--- src/rtl/wave_gen_pkg.sv ---
// Shared types for the wave generator: waveform select and ramp direction.
package wave_gen_pkg;

  typedef enum logic [1:0] {
    TRIANGLE = 2'd0,
    SAW_UP   = 2'd1,
    SAW_DOWN = 2'd2,
    SQUARE   = 2'd3
  } wave_mode_t;

  typedef enum logic {
    DIR_UP   = 1'b0,
    DIR_DOWN = 1'b1
  } dir_t;

endpackage

--- src/rtl/wave_generator_if.sv ---
// Control/observation bundle between a wave_generator and the logic that programs it.
interface wave_generator_if #(parameter int N = 8);
  import wave_gen_pkg::*;

  logic             ena;
  wave_mode_t       mode;
  logic [N-1:0]     lo;
  logic [N-1:0]     hi;
  logic [N-1:0]     step;
  logic [N-1:0]     out;
  logic             period_pulse;

  modport master (
    output ena, mode, lo, hi, step,
    input  out, period_pulse
  );

  modport slave (
    input  ena, mode, lo, hi, step,
    output out, period_pulse
  );

endinterface

--- src/rtl/adder_n.sv ---
// Plain W-bit ripple adder with carry in/out; {o_cout, o_sum} is the W+1-bit result.
module adder_n #(parameter int W = 8) (
  input  logic [W-1:0] i_a,
  input  logic [W-1:0] i_b,
  input  logic         i_cin,
  output logic [W-1:0] o_sum,
  output logic         o_cout
);

  assign {o_cout, o_sum} = {1'b0, i_a} + {1'b0, i_b} + {{W{1'b0}}, i_cin};

endmodule

--- src/rtl/wave_generator_sat_step.sv ---
// One saturating step: a+step clamped to bound (sub=0) or a-step clamped to bound (sub=1).
module sat_step #(parameter int N = 8) (
  input  logic [N-1:0] a,
  input  logic [N-1:0] step,
  input  logic [N-1:0] bound,
  input  logic         sub,
  output logic [N-1:0] result
);

  logic [N-1:0] w_b;
  logic [N-1:0] w_sum;
  logic         w_cout;
  logic         w_clamp;

  assign w_b = sub ? ~step : step;

  adder_n #(.W(N)) u_adder (
    .i_a    (a),
    .i_b    (w_b),
    .i_cin  (sub),
    .o_sum  (w_sum),
    .o_cout (w_cout)
  );

  // When subtracting, a carry-out of 1 means no borrow occurred.
  assign w_clamp = sub ? (!w_cout || (w_sum < bound))
                       : ( w_cout || (w_sum > bound));
  assign result  = w_clamp ? bound : w_sum;

endmodule

--- src/rtl/wave_generator.sv ---
// Enable-gated periodic waveform source (triangle, saw up/down, square) with
// programmable bounds and step, plus a period-start strobe.
module wave_generator
  import wave_gen_pkg::*;
#(
  parameter int N = 8
) (
  input  logic           clk,
  input  logic           rst,
  wave_generator_if.slave bus
);

  logic [N-1:0] r_count;
  dir_t         r_dir;
  logic         r_pulse;
  logic [N-1:0] r_out;

  logic [N-1:0] w_up;
  logic [N-1:0] w_down;
  logic [N-1:0] w_count_nxt;
  dir_t         w_dir_nxt;
  logic         w_pulse_nxt;
  logic [N-1:0] w_out_nxt;
  logic         w_degenerate;
  logic         w_out_of_range;

  sat_step #(.N(N)) u_step_up (
    .a(r_count), .step(bus.step), .bound(bus.hi), .sub(1'b0), .result(w_up)
  );

  sat_step #(.N(N)) u_step_down (
    .a(r_count), .step(bus.step), .bound(bus.lo), .sub(1'b1), .result(w_down)
  );

  assign w_degenerate   = (bus.lo >= bus.hi);
  assign w_out_of_range = (r_count < bus.lo) || (r_count > bus.hi);

  always_comb begin
    // NOTE: every output gets a default first, so no branch can infer a latch.
    w_count_nxt = r_count;
    w_dir_nxt   = r_dir;
    w_pulse_nxt = 1'b0;

    if (w_degenerate || w_out_of_range) begin
      w_count_nxt = bus.lo;
      w_dir_nxt   = DIR_UP;
    end else if (bus.step != '0) begin
      case (bus.mode)
        TRIANGLE, SQUARE: begin
          if (r_dir == DIR_UP) begin
            w_count_nxt = w_up;
            if (w_up == bus.hi) w_dir_nxt = DIR_DOWN;
          end else begin
            w_count_nxt = w_down;
            if (w_down == bus.lo) begin
              w_dir_nxt   = DIR_UP;
              w_pulse_nxt = 1'b1;
            end
          end
        end
        SAW_UP: begin
          if (r_count == bus.hi) begin
            w_count_nxt = bus.lo;
            w_pulse_nxt = 1'b1;
          end else begin
            w_count_nxt = w_up;
          end
        end
        SAW_DOWN: begin
          if (r_count == bus.lo) begin
            w_count_nxt = bus.hi;
            w_pulse_nxt = 1'b1;
          end else begin
            w_count_nxt = w_down;
          end
        end
      endcase
    end

    // Square shows the half-period level; degenerate bounds already force count=lo, dir=UP.
    if (bus.mode == SQUARE) w_out_nxt = (w_dir_nxt == DIR_DOWN) ? bus.hi : bus.lo;
    else                    w_out_nxt = w_count_nxt;
  end

  always_ff @(posedge clk) begin
    // NOTE: state registers use non-blocking assignments so all of them update from pre-edge values.
    if (rst) begin
      r_count <= bus.lo;
      r_dir   <= DIR_UP;
      r_pulse <= 1'b0;
      r_out   <= bus.lo;
    end else if (bus.ena) begin
      r_count <= w_count_nxt;
      r_dir   <= w_dir_nxt;
      r_pulse <= w_pulse_nxt;
      r_out   <= w_out_nxt;
    end else begin
      r_pulse <= 1'b0;
    end
  end

  assign bus.out          = r_out;
  assign bus.period_pulse = r_pulse;

endmodule

--- src/flat_wrapper.sv ---
// flat-port wrapper written by rule: the top's interface ports become plain ports
module wave_generator_flat import wave_gen_pkg::*;
#(
  parameter int N = 8
)
  (clk, rst, bus_ena, bus_mode, bus_lo, bus_hi, bus_step, bus_out, bus_period_pulse);
  wave_generator_if #(.N(N)) bus_i ();
  input  logic clk;
  input  logic rst;
  input wire logic [$bits(bus_i.ena)-1:0] bus_ena;
  input wire logic [$bits(bus_i.mode)-1:0] bus_mode;
  input wire logic [$bits(bus_i.lo)-1:0] bus_lo;
  input wire logic [$bits(bus_i.hi)-1:0] bus_hi;
  input wire logic [$bits(bus_i.step)-1:0] bus_step;
  output wire logic [$bits(bus_i.out)-1:0] bus_out;
  output wire logic [$bits(bus_i.period_pulse)-1:0] bus_period_pulse;
  assign bus_i.ena = bus_ena;
  assign bus_i.mode = bus_mode;
  assign bus_i.lo = bus_lo;
  assign bus_i.hi = bus_hi;
  assign bus_i.step = bus_step;
  assign bus_out = bus_i.out;
  assign bus_period_pulse = bus_i.period_pulse;
  wave_generator #(.N(N)) u_core (.clk(clk), .rst(rst), .bus(bus_i));
endmodule
--- config.mk ---
export PLATFORM = sky130hd
export DESIGN_NAME = wave_generator_flat
export DESIGN_NICKNAME = d
export VERILOG_FILES = /design/src/rtl/wave_gen_pkg.sv /design/src/rtl/wave_generator_if.sv /design/src/rtl/adder_n.sv /design/src/rtl/wave_generator_sat_step.sv /design/src/rtl/wave_generator.sv /design/src/flat_wrapper.sv
export SDC_FILE = /design/constraint.sdc
export NUM_CORES = 1
export LEC_CHECK = 0
export BUFFER_PORTS_ARGS = -buffer_cell sky130_fd_sc_hd__buf_2
export CAP_MARGIN = 20
export CORE_MARGIN = 1.5
export CORE_UTILIZATION = 25
export CTS_BUF_LIST = sky130_fd_sc_hd__clkbuf_8
export DETAILED_ROUTE_END_ITERATION = 8
export PLACE_DENSITY = 0.41
export SLEW_MARGIN = 10
export SYNTH_ARGS = -nofsm -noshare
export SYNTH_HDL_FRONTEND = slang
export SYNTH_HIERARCHICAL = 1
export SYNTH_SLANG_ARGS = --single-unit
--- constraint.sdc ---
create_clock -name clk -period 5.91 [get_ports clk]
set_input_delay 0 -clock clk [delete_from_list [all_inputs] [get_ports clk]]
set_output_delay 0 -clock clk [all_outputs]
set_load 0.1 [all_outputs]
==> results.txt, run 1 <==
----------------------------------------------------
[Outcome]
  Outcome ... finished, final reports clean

[Cells and area]
  Non-filler cells, final ... roughly 680
  Fraction of final layout cells sized beyond drive strength 1 ... about an eighth
  Nets ... 580
  Synth-to-layout area growth ... 10.97%
  Antenna fix cells ... 0
  Number of fillers in the final layout ... 1661
  Design Area, Final ... between 4000 and 5000 um^2

[Global route]
  Maximum number of pins on one net before global-route repair ... 28
  Via count of the first global-routing pass ... between 3000 and 4000
  Global routing met3 resource utilization ... less than 1%
  Met1 track utilization from global routing ... 21.66%
  Met2 track demand over resource in global routing ... approximately a quarter
  Busiest metal layer after global routing ... met2
  Total routing usage reported by global routing ... roughly 15%
  Sum of overflow across all layers after global routing ... 0
  Antenna violations before repair ... 0
  Global-route wire length before repair ... ~19000 um

[CTS]
  CTS root buf ... clkbuf_8
  # resized after CTS ... 0
  Clk sinks ... 18
  Clock tree from TritonCTS ... yes
  Later-pin clock latency in the skew report ... about 0.26 ns
  Deepest level of the CTS H-tree ... 1
  Number of buffers inserted by hold repair at cts ... 0
  Clock Pin Slew Worst Setup and Hold Paths ... roughly 0.08 ns
  Number of setup buffers added after CTS ... 0
  CTS Buf Count ... 3
  Max Buffers Root-to-Sink ... 2

[Run]
  Count of max-cap constraint violations ... 0

[Synth]
  Most area-consuming cells after synthesis ... ha_1 19%, edfxtp_1 13%, mux2i_1 8.6%
  Synthesized area ... between 3000 and 4000 um^2
  Area fraction of the dominant cell type after synthesis ... roughly a fifth
  Distinct cell type count after synthesis ... 55
  Share of synthesized flip-flops with an asynchronous set or reset ... 0%
  Mapped Cells ... roughly 460
  Post-synthesis sequential element count ... 18
  Synth Flop Type ... edfxtp_1
  Share of synthesized area occupied by flip-flops and latches ... a little over an eighth
  Mean cell area of the mapped netlist ... between 8 and 9 um^2
  Cell taking the most area after synthesis ... ha_1
  Yosys warnings ... 6
  Leading post-synthesis cells by instance count ... 57 x ha_1, 49 x nand2_1, 43 x a21oi_1
  Leading cell type by number of instances after synthesis ... ha_1
  Number of enable-type register cells in the synthesized netlist ... 16

[Setup path]
  Largest driver fanout on the critical path ... 8
  Critical Path AT ... roughly 5.5 ns
  Type of destination of the critical path ... flip-flop
  Worst-path cell chain ... fa_1, fa_1, a21oi_1, nor2_1, nor2_1, xnor2_1, ha_1, nand2_1, o21ai_1, and3_1, a41o_1, nor3_4, mux2_1, xor2_1, nor4_1, nand4_1, nand3_1, o2bb2ai_1, a2bb2oi_1
  Critical Path RT ... ~6 ns
  Critical path's largest stage delay ... 0.52 ns
  Critical path buffers and inverters ... 0
  Startpoint class of the critical path ... flip-flop
  Top delay family on crit path ... simple AND/OR/NAND/NOR gates
  Worst setup path class ... reg2reg
  Register-to-register setup slack ... around 0.57 ns
  Critical-path cell with the highest stage delay ... edfxtp_1

[Routing]
  Remaining DRCs ... 0
  Starting DRC count in detailed routing ... 210
  Number of nets with antenna violations after routing ... 0
  Number of search-and-repair iterations in the first detailed-routing pass ... 5
  Via density per instance ... a little over 5
  Total wirelength of the detailed-routed design ... between 10000 and 15000 um
  Via count ... between 3000 and 4000
  Average detailed-routed wire length per instance ... 18.52 um

[Pwr]
  Maximum resistive drop on vdd ... approximately 0.063 mV
  PD cells ... 220.8 nW/um^2
  Leak pwr ... between 1.5 and 2 nW

[Place]
  Number of cells in the design after placement ... between 600 and 700
  Placed Instance Area ... 4212 um^2
  Post-Place Setup Slack ... ~0.58 ns
  Global placer's final weighted congestion ... between 0.8 and 0.9
  Placed wire-length estimate after detailed placement ... about 10000 um
  Port-buffer cells ... 37

[Timing]
  Finish-stage setup viols ... 0
  Hold Violations, Final ... 0
  Upper clock frequency limit ... around 190 MHz
  Slew Viols, Final ... 0
  Setup WS post-layout ... roughly 0.57 ns
  Relative slew slack ... between 50% and 60%
  Worst Tran Pin Value ... ~0.68 ns
  RSZ-0062 raised after global routing ... false
  Final critical delay including setup and external delays ... roughly 5.3 ns
  Setup TNS ... 0 ns
  Worst clock skew on the final layout ... approximately 0.0017 ns
  Final worst path period share ... 90.42%

[Floorplan]
  DIE HEIGHT ... roughly 130 um
  Initial Utilization ... around a quarter
  Overall die width ... 126.8 um
  Area of the placeable core ... between 15000 and 20000 um^2
  I/O pin cnt ... 38
  Total Die Area ... 16080 um^2
  Site Rows ... 45

[Worst hold path]
  Path class of the lowest-slack min-delay path ... in2reg

----------------------------------------------------
==> power breakdown <==
group	internal, mW	switching [mW]	total [mW]
Combinational	0.264	0.407	0.671
Sequential	0.154	0.0211	0.175
Clock	0.0455	0.0481	0.0935
Total	0.463	0.476	0.939
==> routing by layer <==
| layer | part of all wire [%] | vias up | routed length (um) |
|---|---|---|---|
| li1 | - | 1731 | - |
| met1 | 49 | 1671 | 6084 |
| met2 | 47 | 78 | 5918 |
| met3 | 3.5 | 4 | 441 |
| met4 | 0.62 | 0 | 78 |
| met5 | 0 | - | 0 |
==> cell families (layout without fill, tap and decap cells) <==
group / Yosys count / in the layout / share of synthesized area (%)
compound gates: 116 / 116 / 21.78
simple gates: 110 / 110 / 14.82
fa+ha+maj: 61 / 61 / 20.70
buf+inv: 58 / 85 / 6.170
mux: 50 / 50 / 13.61
xor+xnor: 40 / 40 / 9.141
flops: 18 / 18 / 13.58
other cells: 2 / 8 / 0.1960
==> worst paths after layout <==
kind | depth (start not counted) | from | end
setup / recovery | 19 | u_core/r_count[0] | u_core/bus.out[7]
hold / removal | 3 | bus_ena | u_core/bus.period_pulse
setup reg to reg | 19 | u_core/r_count[0] | u_core/bus.out[7]
hold reg to reg | 2 | u_core/r_dir | u_core/r_dir
==> cell usage in the layout, fill, tap and decap left out, drive strengths merged, types with 5 or more instances in the layout <==
cell type / n
xor2: 28
edfxtp: 16
nor2: 14
a2bb2oi: 8
nor3: 8
nor2b: 6
buf: 38
conb: 8
xnor2: 12
nor4: 5
nand4: 8
o31ai: 9
mux2: 17
mux2i: 33
a21boi: 9
o21ai: 10
o2bb2ai: 8
a21oi: 43
nand2: 50
nand3: 8
ha: 57
inv: 44
==> tightest hold or removal path: stages <==
cell	delay [ns]
buf_2	0.10
inv_1	0.12
nor4b_1	0.07
==> metrics by stage <==
step           util [%]  hold slack [ns]  total power [mW]
2_1_floorplan         -           0.1639            0.6800
3_3_place_gp      27.91           0.3520            0.8361
3_5_place_dp      27.91           0.3517            0.8423
4_1_cts           28.18          0.07315            0.9397
5_1_grt           28.18          0.09989             1.023
6_report          28.18          0.07942            0.9392
==> final cells by class <==
cell class                 instances  area [um^2]  area share, %
clock buffer                       3        41.29         0.9709
inverter                          44        165.2          3.883
multi-input combinational        385         3098          72.84
sequential                        18        520.5          12.24
tap                              188        235.2          5.531
timing repair buffer              38        192.7          4.531
==> flip-flops by register name, indices dropped and copies added, names as in the netlist <==
name,cells
u_core/bus.period_pulse,1
u_core/bus.out,8
u_core/r_count,8
u_core/r_dir,1
Note: power is estimated with default switching activity, not from simulation.
==> run 2, diff against run 1 <==
--- a/config.mk
+++ b/config.mk
@@ -5,13 +5,16 @@
 export SDC_FILE = /design/constraint.sdc
 export NUM_CORES = 1
 export LEC_CHECK = 0
+export ABC_AREA = 1
 export BUFFER_PORTS_ARGS = -buffer_cell sky130_fd_sc_hd__buf_2
 export CAP_MARGIN = 20
+export CELL_PAD_IN_SITES_DETAIL_PLACEMENT = 0
+export CELL_PAD_IN_SITES_GLOBAL_PLACEMENT = 1
 export CORE_MARGIN = 1.5
 export CORE_UTILIZATION = 25
 export CTS_BUF_LIST = sky130_fd_sc_hd__clkbuf_8
 export DETAILED_ROUTE_END_ITERATION = 8
-export PLACE_DENSITY = 0.41
+export PLACE_DENSITY = 0.53
 export SLEW_MARGIN = 10
 export SYNTH_ARGS = -nofsm -noshare
 export SYNTH_HDL_FRONTEND = slang
==> run 2 against run 1 <==
Compared with the run above:
- register-to-register slack improved by 0.96 ns
- final cell count up 38%
- synthesized area up 11%
- worst hold slack about the same
- clock skew grew 0.0034 ns
- global-route usage rose by 2.2 points
- core utilization grew 0.071 points
- first-iteration DRC count is 25% higher
- highest routed layer unchanged
==> results.txt, run 2 <==
----------------------------------------------------
[Outcome]
  Outcome ... finished, final reports clean

[Timing]
  Relative slew slack ... 37.61% (-17 points)
  RSZ-0062 raised after global routing ... false
  Final worst path period share ... 74.17% (-16 points)
  Hold Violations, Final ... 0 (unchanged)
  Finish-stage setup viols ... 0 (unchanged)
  Final critical delay including setup and external delays ... 4.384 ns (-0.9602 ns)
  Worst Tran Pin Value ... 0.9325 ns (+0.2573 ns)
  Upper clock frequency limit ... 228.1 MHz (+22%)
  Setup TNS ... 0 ns (unchanged)
  Worst clock skew on the final layout ... 0.005181 ns (+0.003435 ns)
  Slew Viols, Final ... 0 (unchanged)

[CTS]
  CTS root buf ... clkbuf_8
  Later-pin clock latency in the skew report ... 0.26 ns (about the same)
  Clock tree from TritonCTS ... yes
  Number of setup buffers added after CTS ... 0 (unchanged)
  Deepest level of the CTS H-tree ... 1 (unchanged)
  CTS Buf Count ... 3 (unchanged)
  Clk sinks ... 18 (unchanged)
  # resized after CTS ... 0 (unchanged)
  Clock Pin Slew Worst Setup and Hold Paths ... 0.08 ns (about the same)
  Number of buffers inserted by hold repair at cts ... 0 (unchanged)
  Max Buffers Root-to-Sink ... 2 (unchanged)

[Setup path]
  Worst r2r path cells ... 28 (+9)
  Critical-path cell with the highest stage delay ... fa_1
  Critical path's largest stage delay ... 0.49 ns (-0.03 ns)
  Critical Path AT ... 4.39 ns (-1.07 ns)
  Startpoint class of the critical path ... flip-flop
  Critical Path RT ... 5.92 ns (-0.10 ns)
  Worst r2r dst ... u_core/bus.out[7]
  Worst setup path class ... reg2reg
  Reg-to-Reg Start ... u_core/r_count[0]
  Largest driver fanout on the critical path ... 9 (+1)
  Type of destination of the critical path ... flip-flop
  Worst setup path end ... u_core/bus.out[7]
  Register-to-register setup slack ... 1.53 ns (+0.96 ns)
  Source of the critical timing path ... u_core/r_count[0]
  Cell mode on critical path ... nand2_1

[Global route]
  Global-route wire length before repair ... 24200 um (+26%)
  Antenna violations before repair ... 0 (unchanged)
  Maximum number of pins on one net before global-route repair ... 20 (-29%)
  Total routing usage reported by global routing ... 17.59% (+2.2 points)
  Sum of overflow across all layers after global routing ... 0 (unchanged)
  Via count of the first global-routing pass ... 4271 (+26%)

[Place]
  Global placer's final weighted congestion ... 0.9261 (+14%)
  Port-buffer cells ... 37 (unchanged)
  Placed wire-length estimate after detailed placement ... 12850 um (+28%)

[Synth]
  Yosys warnings ... 6 (unchanged)
  Share of synthesized flip-flops with an asynchronous set or reset ... 0% (unchanged)
  Area fraction of the dominant cell type after synthesis ... 21.02% (+2.4 points)
  Number of enable-type register cells in the synthesized netlist ... 16 (unchanged)
  Leading post-synthesis cells by instance count ... 238 x nand2_1, 100 x nand3_1, 79 x inv_1
  Cell taking the most area after synthesis ... nand2_1
  Synth Flop Type ... edfxtp_1
  Mapped Cells ... 683 (+50%)
  Mean cell area of the mapped netlist ... 6.221 um^2 (-26%)
  Most area-consuming cells after synthesis ... nand2_1 21%, ha_1 17%, nand3_1 12%
  Synthesized area ... 4249 um^2 (+11%)
  Share of synthesized area occupied by flip-flops and latches ... 12.25% (-1.3 points)
  Distinct cell type count after synthesis ... 38 (-31%)
  Post-synthesis sequential element count ... 18 (unchanged)
  Leading cell type by number of instances after synthesis ... nand2_1

[Floorplan]
  I/O pin cnt ... 38 (unchanged)
  DIE HEIGHT ... 133.4 um (+5.2%)
  Overall die width ... 133.4 um (+5.2%)
  Total Die Area ... 17790 um^2 (+11%)
  Area of the placeable core ... 16580 um^2 (+9.9%)
  Initial Utilization ... 25.62% (+0.22 points)
  Site Rows ... 47 (+4.4%)

[Pwr]
  Leak pwr ... 2.626 nW (+47%)
  Maximum resistive drop on vdd ... 0.06995 mV (+12%)
  PD cells ... 233.0 nW/um^2 (+5.5%)

[Cells and area]
  Number of fillers in the final layout ... 1920 (+16%)
  Combined area of the multi-input logic cells ... 3329 um^2 (+7.5%)
  Seq. cell area ... 520.5 um^2 (unchanged)
  Antenna fix cells ... 0 (unchanged)
  Most frequent standard cell in the layout excluding fill and tap cells ... nand2_1
  Synth-to-layout area growth ... 10.28%
  Nets ... 806 (+39%)
  Fraction of final layout cells sized beyond drive strength 1 ... 13.85% (+0.73 points)
  Most frequent cells in the layout ... 238 x nand2_1, 100 x nand3_1, 79 x inv_1
  Final design utilization ... 28.26% (+0.071 points)

[Worst hold path]
  Path class of the lowest-slack min-delay path ... in2reg
  Cell depth of the worst min-delay path ... 3 (unchanged)

[Routing]
  Via density per instance ... 4.763 (-7.6%)
  Starting DRC count in detailed routing ... 263 (+25%)
  Number of search-and-repair iterations in the first detailed-routing pass ... 5 (unchanged)
  Remaining DRCs ... 0 (unchanged)
  Via count ... 4453 (+28%)
  Total wirelength of the detailed-routed design ... 15470 um (+24%)
  Number of nets with antenna violations after routing ... 0 (unchanged)
  Average detailed-routed wire length per instance ... 16.55 um (-11%)

[Run]
  Count of max-cap constraint violations ... 0 (unchanged)

----------------------------------------------------
-- run 2: changes by cell type after synthesis, sizes merged, moves of 9 or more --
| cell | delta |
|---|---|
| a21boi | -9 |
| a21oi | -15 |
| inv | +41 |
| mux2 | -17 |
| mux2i | -33 |
| nand2 | +210 |
| nand3 | +97 |
| nor2 | +31 |
| o31ai | -9 |
| or2 | +11 |
-- run 2: final cells by class --
cell class                      instances  share of cell area (%)
Multi-Input combinational cell        568                   71.05
Sequential cell                        18                   11.11
Inverter                               88                   7.049
Tap cell                              220                   5.875
Timing Repair Buffer                   37                   3.952
Clock buffer                            3                  0.8812
Clock inverter                          1                 0.08011
-- run 2: worst max-delay path, delay by kind of cell, from the launching register on --
kind                       cells  cell delay (ns)
adders and majority gates      3             1.18
DFF                            1             0.47
and+or+nand+nor               24             2.41
buffers and inverters          1             0.07
-- run 2: kinds of logic after synthesis --
logic type	count (synthesis)	share of synthesized area (%)
compound gates	45	5.772
fa+ha+maj	61	18.67
xor+xnor	24	4.947
other cells	2	0.1767
flops	18	12.25
buf+inv	99	9.570
simple gates	434	48.62
-- run 2: stage by stage --
stage                     cells  worst slack, ns  power, mW  cell area, um^2  hold slack, ns
after floorplan             685            2.173     0.7870             4257          0.1659
after global placement      931            1.574     0.9988             4641          0.3500
after detailed placement    931            1.552     0.9960             4641          0.3257
after CTS                   935            1.523      1.096             4686         0.05367
after global routing        935            1.130      1.211             4686         0.06462
final                       935            1.527      1.092             4686         0.07912
-- run 2: how the worst min path moves through the flow --
stage | startpoint | to | slack (ns)
4_1_cts | bus_ena | u_core/r_dir | 0.05
3_5_place_dp | bus_ena | u_core/r_dir | 0.33
6_report | bus_ena | u_core/r_dir | 0.08
5_1_grt | bus_ena | u_core/r_dir | 0.06
3_3_place_gp | bus_ena | u_core/r_dir | 0.35
2_1_floorplan | bus_ena | u_core/bus.period_pulse | 0.17
-- run 2: routing by layer --
layer / share of wire (%) / global-route usage [%] / vias up
met4: 0.86 / 1.812 / 0
met2: 44 / 29.27 / 136
li1: - / - / 2265
met3: 5.5 / 1.484 / 8
met1: 49 / 25.53 / 2044
met5: 0 / 0 / -
-- run 2: power breakdown --
part / switching, mW / leakage, nW / internal [mW] / total (mW)
logic: 0.557 / 2.42 / 0.265 / 0.822
clock network: 0.0481 / 0.0231 / 0.0463 / 0.0944
registers: 0.0193 / 0.183 / 0.156 / 0.175
==> run 3, diff against run 2 <==
--- a/config.mk
+++ b/config.mk
@@ -14,7 +14,7 @@
 export CORE_UTILIZATION = 25
 export CTS_BUF_LIST = sky130_fd_sc_hd__clkbuf_8
 export DETAILED_ROUTE_END_ITERATION = 8
-export PLACE_DENSITY = 0.53
+export PLACE_DENSITY = 0.55
 export SLEW_MARGIN = 10
 export SYNTH_ARGS = -nofsm -noshare
 export SYNTH_HDL_FRONTEND = slang
==> constraint.sdc (replaced) <==
create_clock -name clk -period 3.59 [get_ports clk]
set_input_delay 0 -clock clk [delete_from_list [all_inputs] [get_ports clk]]
set_output_delay 0 -clock clk [all_outputs]
set_load 0.1 [all_outputs]
==> run 3 against run 2 <==
Compared with the run above:
- the flow now finishes with violations (negative setup slack)
- worst setup slack got worse by 2.1 ns
- worst hold slack better by 0.0084 ns
- register-to-register slack got worse by 2.1 ns
- non-clock buffer count increased by 101
- clock-buffer cell count unchanged
- critical path depth unchanged
- flip-flop and latch count did not move
==> results.txt, run 3 (synthesis results as in run 2) <==
----------------------------------------------------
[Pwr]
  Clock network fraction of total power ... 6.4% (-2.2 points)
  Net Switching ... 1.266 mW (+100%)
  Reg power frac ... 11.2% (-4.8 points)
  PD cells ... 428.8 nW/um^2 (+84%)
  Net switching share of the total power ... 50.34% (-6.8 points)
  Leak pwr ... 3.187 nW (+21%)
  Combinational power share ... 82.3% (+7.0 points)
  Internal Power ... 1.249 mW (+170%)
  Maximum resistive drop on vdd ... 0.1371 mV (+96%)
  Final total power ... 2.515 mW (+130%)

[Worst hold path]
  Capture endpoint of the worst hold path ... u_core/bus.period_pulse
  Worst Min Path Start ... bus_ena
  Cell depth of the worst min-delay path ... 3 (unchanged)
  Path class of the lowest-slack min-delay path ... in2reg

[Timing]
  Slew Viols, Final ... 0 (unchanged)
  Finish-stage setup viols ... 18 (+18)
  Worst Tran Pin Value ... 0.6744 ns (-0.2581 ns)
  Worst clock skew on the final layout ... 0.002477 ns (-0.002704 ns)
  Final worst path period share ... 116.0% (+42 points)
  Upper clock frequency limit ... 240.1 MHz (+5.3%)
  Setup WS post-layout ... -0.5742 ns (-2.101 ns)
  Final critical delay including setup and external delays ... 4.164 ns (-0.2193 ns)
  RSZ-0062 raised after global routing ... true
  Hold Violations, Final ... 0 (unchanged)
  Relative slew slack ... 54.87% (+17 points)

[Floorplan]
  Area of the placeable core ... 16580 um^2 (unchanged)
  Initial Utilization ... 25.62% (unchanged)
  I/O pin cnt ... 38 (unchanged)
  Overall die width ... 133.4 um (unchanged)
  Site Rows ... 47 (unchanged)
  DIE HEIGHT ... 133.4 um (unchanged)
  Total Die Area ... 17790 um^2 (unchanged)

[Setup path]
  Type of destination of the critical path ... flip-flop
  Largest driver fanout on the critical path ... 7 (-2)
  Critical path's largest stage delay ... 0.45 ns (-0.04 ns)
  Worst setup path class ... reg2reg
  Register-to-register setup slack ... -0.57 ns (-2.10 ns)
  Critical Path RT ... 3.61 ns (-2.31 ns)
  Worst r2r dst ... u_core/bus.out[7]
  Critical-path cell with the highest stage delay ... edfxtp_1
  Critical Path AT ... 4.18 ns (-0.21 ns)
  Top delay family on crit path ... simple AND/OR/NAND/NOR gates
  Worst r2r path cells ... 28 (unchanged)
  Critical path buffers and inverters ... 2 (+1)
  Startpoint class of the critical path ... flip-flop
  Cell mode on critical path ... nand2_4
  Reg-to-Reg Start ... u_core/r_count[0]

[CTS]
  CTS Buf Count ... 3 (unchanged)
  CTS root buf ... clkbuf_8
  Max Buffers Root-to-Sink ... 2 (unchanged)
  Number of buffers inserted by hold repair at cts ... 0 (unchanged)
  Clk sinks ... 18 (unchanged)
  Clock tree from TritonCTS ... yes
  Clock Pin Slew Worst Setup and Hold Paths ... 0.09 ns (about the same)
  Later-pin clock latency in the skew report ... 0.26 ns (about the same)
  Deepest level of the CTS H-tree ... 1 (unchanged)

[Routing]
  Number of search-and-repair iterations in the first detailed-routing pass ... 5 (unchanged)
  Starting DRC count in detailed routing ... 252 (-4.2%)
  Average detailed-routed wire length per instance ... 15.82 um (-4.4%)
  Total wirelength of the detailed-routed design ... 16440 um (+6.3%)
  Via density per instance ... 4.677 (-1.8%)
  Number of nets with antenna violations after routing ... 0 (unchanged)
  Via count ... 4859 (+9.1%)
  Remaining DRCs ... 0 (unchanged)

[Global route]
  Via count of the first global-routing pass ... 4736 (+11%)
  Antenna violations before repair ... 0 (unchanged)
  Maximum number of pins on one net before global-route repair ... 20 (unchanged)
  Sum of overflow across all layers after global routing ... 0 (unchanged)
  Total routing usage reported by global routing ... 18.50% (+0.91 points)
  Global-route wire length before repair ... 25360 um (+4.8%)

[Place]
  Number of cells in the design after placement ... 1002 (+7.6%)
  Port-buffer cells ... 37 (unchanged)
  Global placer's final weighted congestion ... 0.9514 (+2.7%)
  Post-Place Setup Slack ... -0.5745 ns (-2.127 ns)
  Placed wire-length estimate after detailed placement ... 13100 um (+1.9%)

[Cells and area]
  Synth-to-layout area growth ... 38.04%
  Antenna fix cells ... 0 (unchanged)
  Fraction of final layout cells sized beyond drive strength 1 ... 34.92% (+21 points)
  Most frequent cells in the layout ... 197 x nand2_1, 98 x buf_4, 81 x nand3_1
  Number of fillers in the final layout ... 1897 (-1.2%)
  Nets ... 910 (+13%)
  Non-filler cells, final ... 1039 (+11%)
  Most frequent standard cell in the layout excluding fill and tap cells ... nand2_1

[Outcome]
  Violated checks ... negative setup slack
  Outcome ... finished with violations

[Run]
  Count of max-cap constraint violations ... 0 (unchanged)

----------------------------------------------------
-- run 3: cell count changes in the layout (fill, tap and decap cells not counted), sizes merged --
cell / previous run / this run
nand2: 260 / 262
buf: 37 / 138
nand3: 105 / 106
-- run 3: power groups by stage --
stage                     clock [mW]  combinational, mW  sequential [mW]
final                          0.162               2.07            0.282
after floorplan                    0              0.938            0.359
after global placement             0               1.66            0.288
after global routing           0.171               2.28            0.286
after detailed placement           0               1.67            0.289
after CTS                      0.166               1.88            0.284
-- run 3: tightest hold or removal path, delay by kind of cell --
family / cells / cell delay, ns
simple gates: 1 / 0.13
buf+inv: 1 / 0.10
compound gates: 1 / 0.06
-- run 3: per-layer routing --
layer  GRT usage, %  vias up  part of all wire, %  routed length [um]
li1               -     2478                    -                   -
met1          25.13     2256                   47                7744
met2          31.58      106                   47                7710
met3          1.826       19                  3.9                 637
met4          4.348        0                  2.1                 346
met5              0        -                    0                   0
-- run 3: cell type report --
| cell class | count | area, um^2 | share of cell area (%) |
|---|---|---|---|
| Tap cell | 220 | 275.3 | 4.693 |
| Clock inverter | 1 | 3.754 | 0.06399 |
| Multi-Input combinational cell | 571 | 3736 | 63.69 |
| Clock buffer | 3 | 41.29 | 0.7039 |
| Timing Repair Buffer | 138 | 958.4 | 16.34 |
| Inverter | 88 | 330.3 | 5.631 |
| Sequential cell | 18 | 520.5 | 8.874 |
-- run 3: worst max path at each step --
stage / startpoint / end / slack, ns / cells after the start
2_1_floorplan: u_core/r_count[1] / u_core/bus.out[6] / 0.20 / 27
3_3_place_gp: u_core/r_count[0] / u_core/bus.out[0] / -0.50 / 28
3_5_place_dp: u_core/r_count[0] / u_core/bus.out[6] / -0.57 / 29
4_1_cts: u_core/r_count[0] / u_core/bus.out[6] / -0.41 / 32
5_1_grt: u_core/r_count[0] / u_core/bus.out[6] / -0.78 / 31
6_report: u_core/r_count[0] / u_core/bus.out[7] / -0.57 / 28
-- run 3: metrics by stage --
stage / setup TNS (ns) / cell area (um^2) / hold WS (ns) / util (%)
after global placement: -6.474 / 5184 / 0.3334 / 31.26
after global routing: -12.45 / 5866 / 0.1095 / 35.37
after detailed placement: -7.796 / 5184 / 0.3346 / 31.26
final: -8.363 / 5866 / 0.08752 / 35.37
after floorplan: 0 / 4267 / 0.1659 / -
after CTS: -4.978 / 5577 / 0.08305 / 33.63
-- run 3: what timing repair did --
action	CTS	global route
pin swaps	31	52
endpoints found under the setup margin	18	18
endpoints found under the hold margin	0	0
buffers inserted	20	11
resized for setup	51	52
cloned	3	0
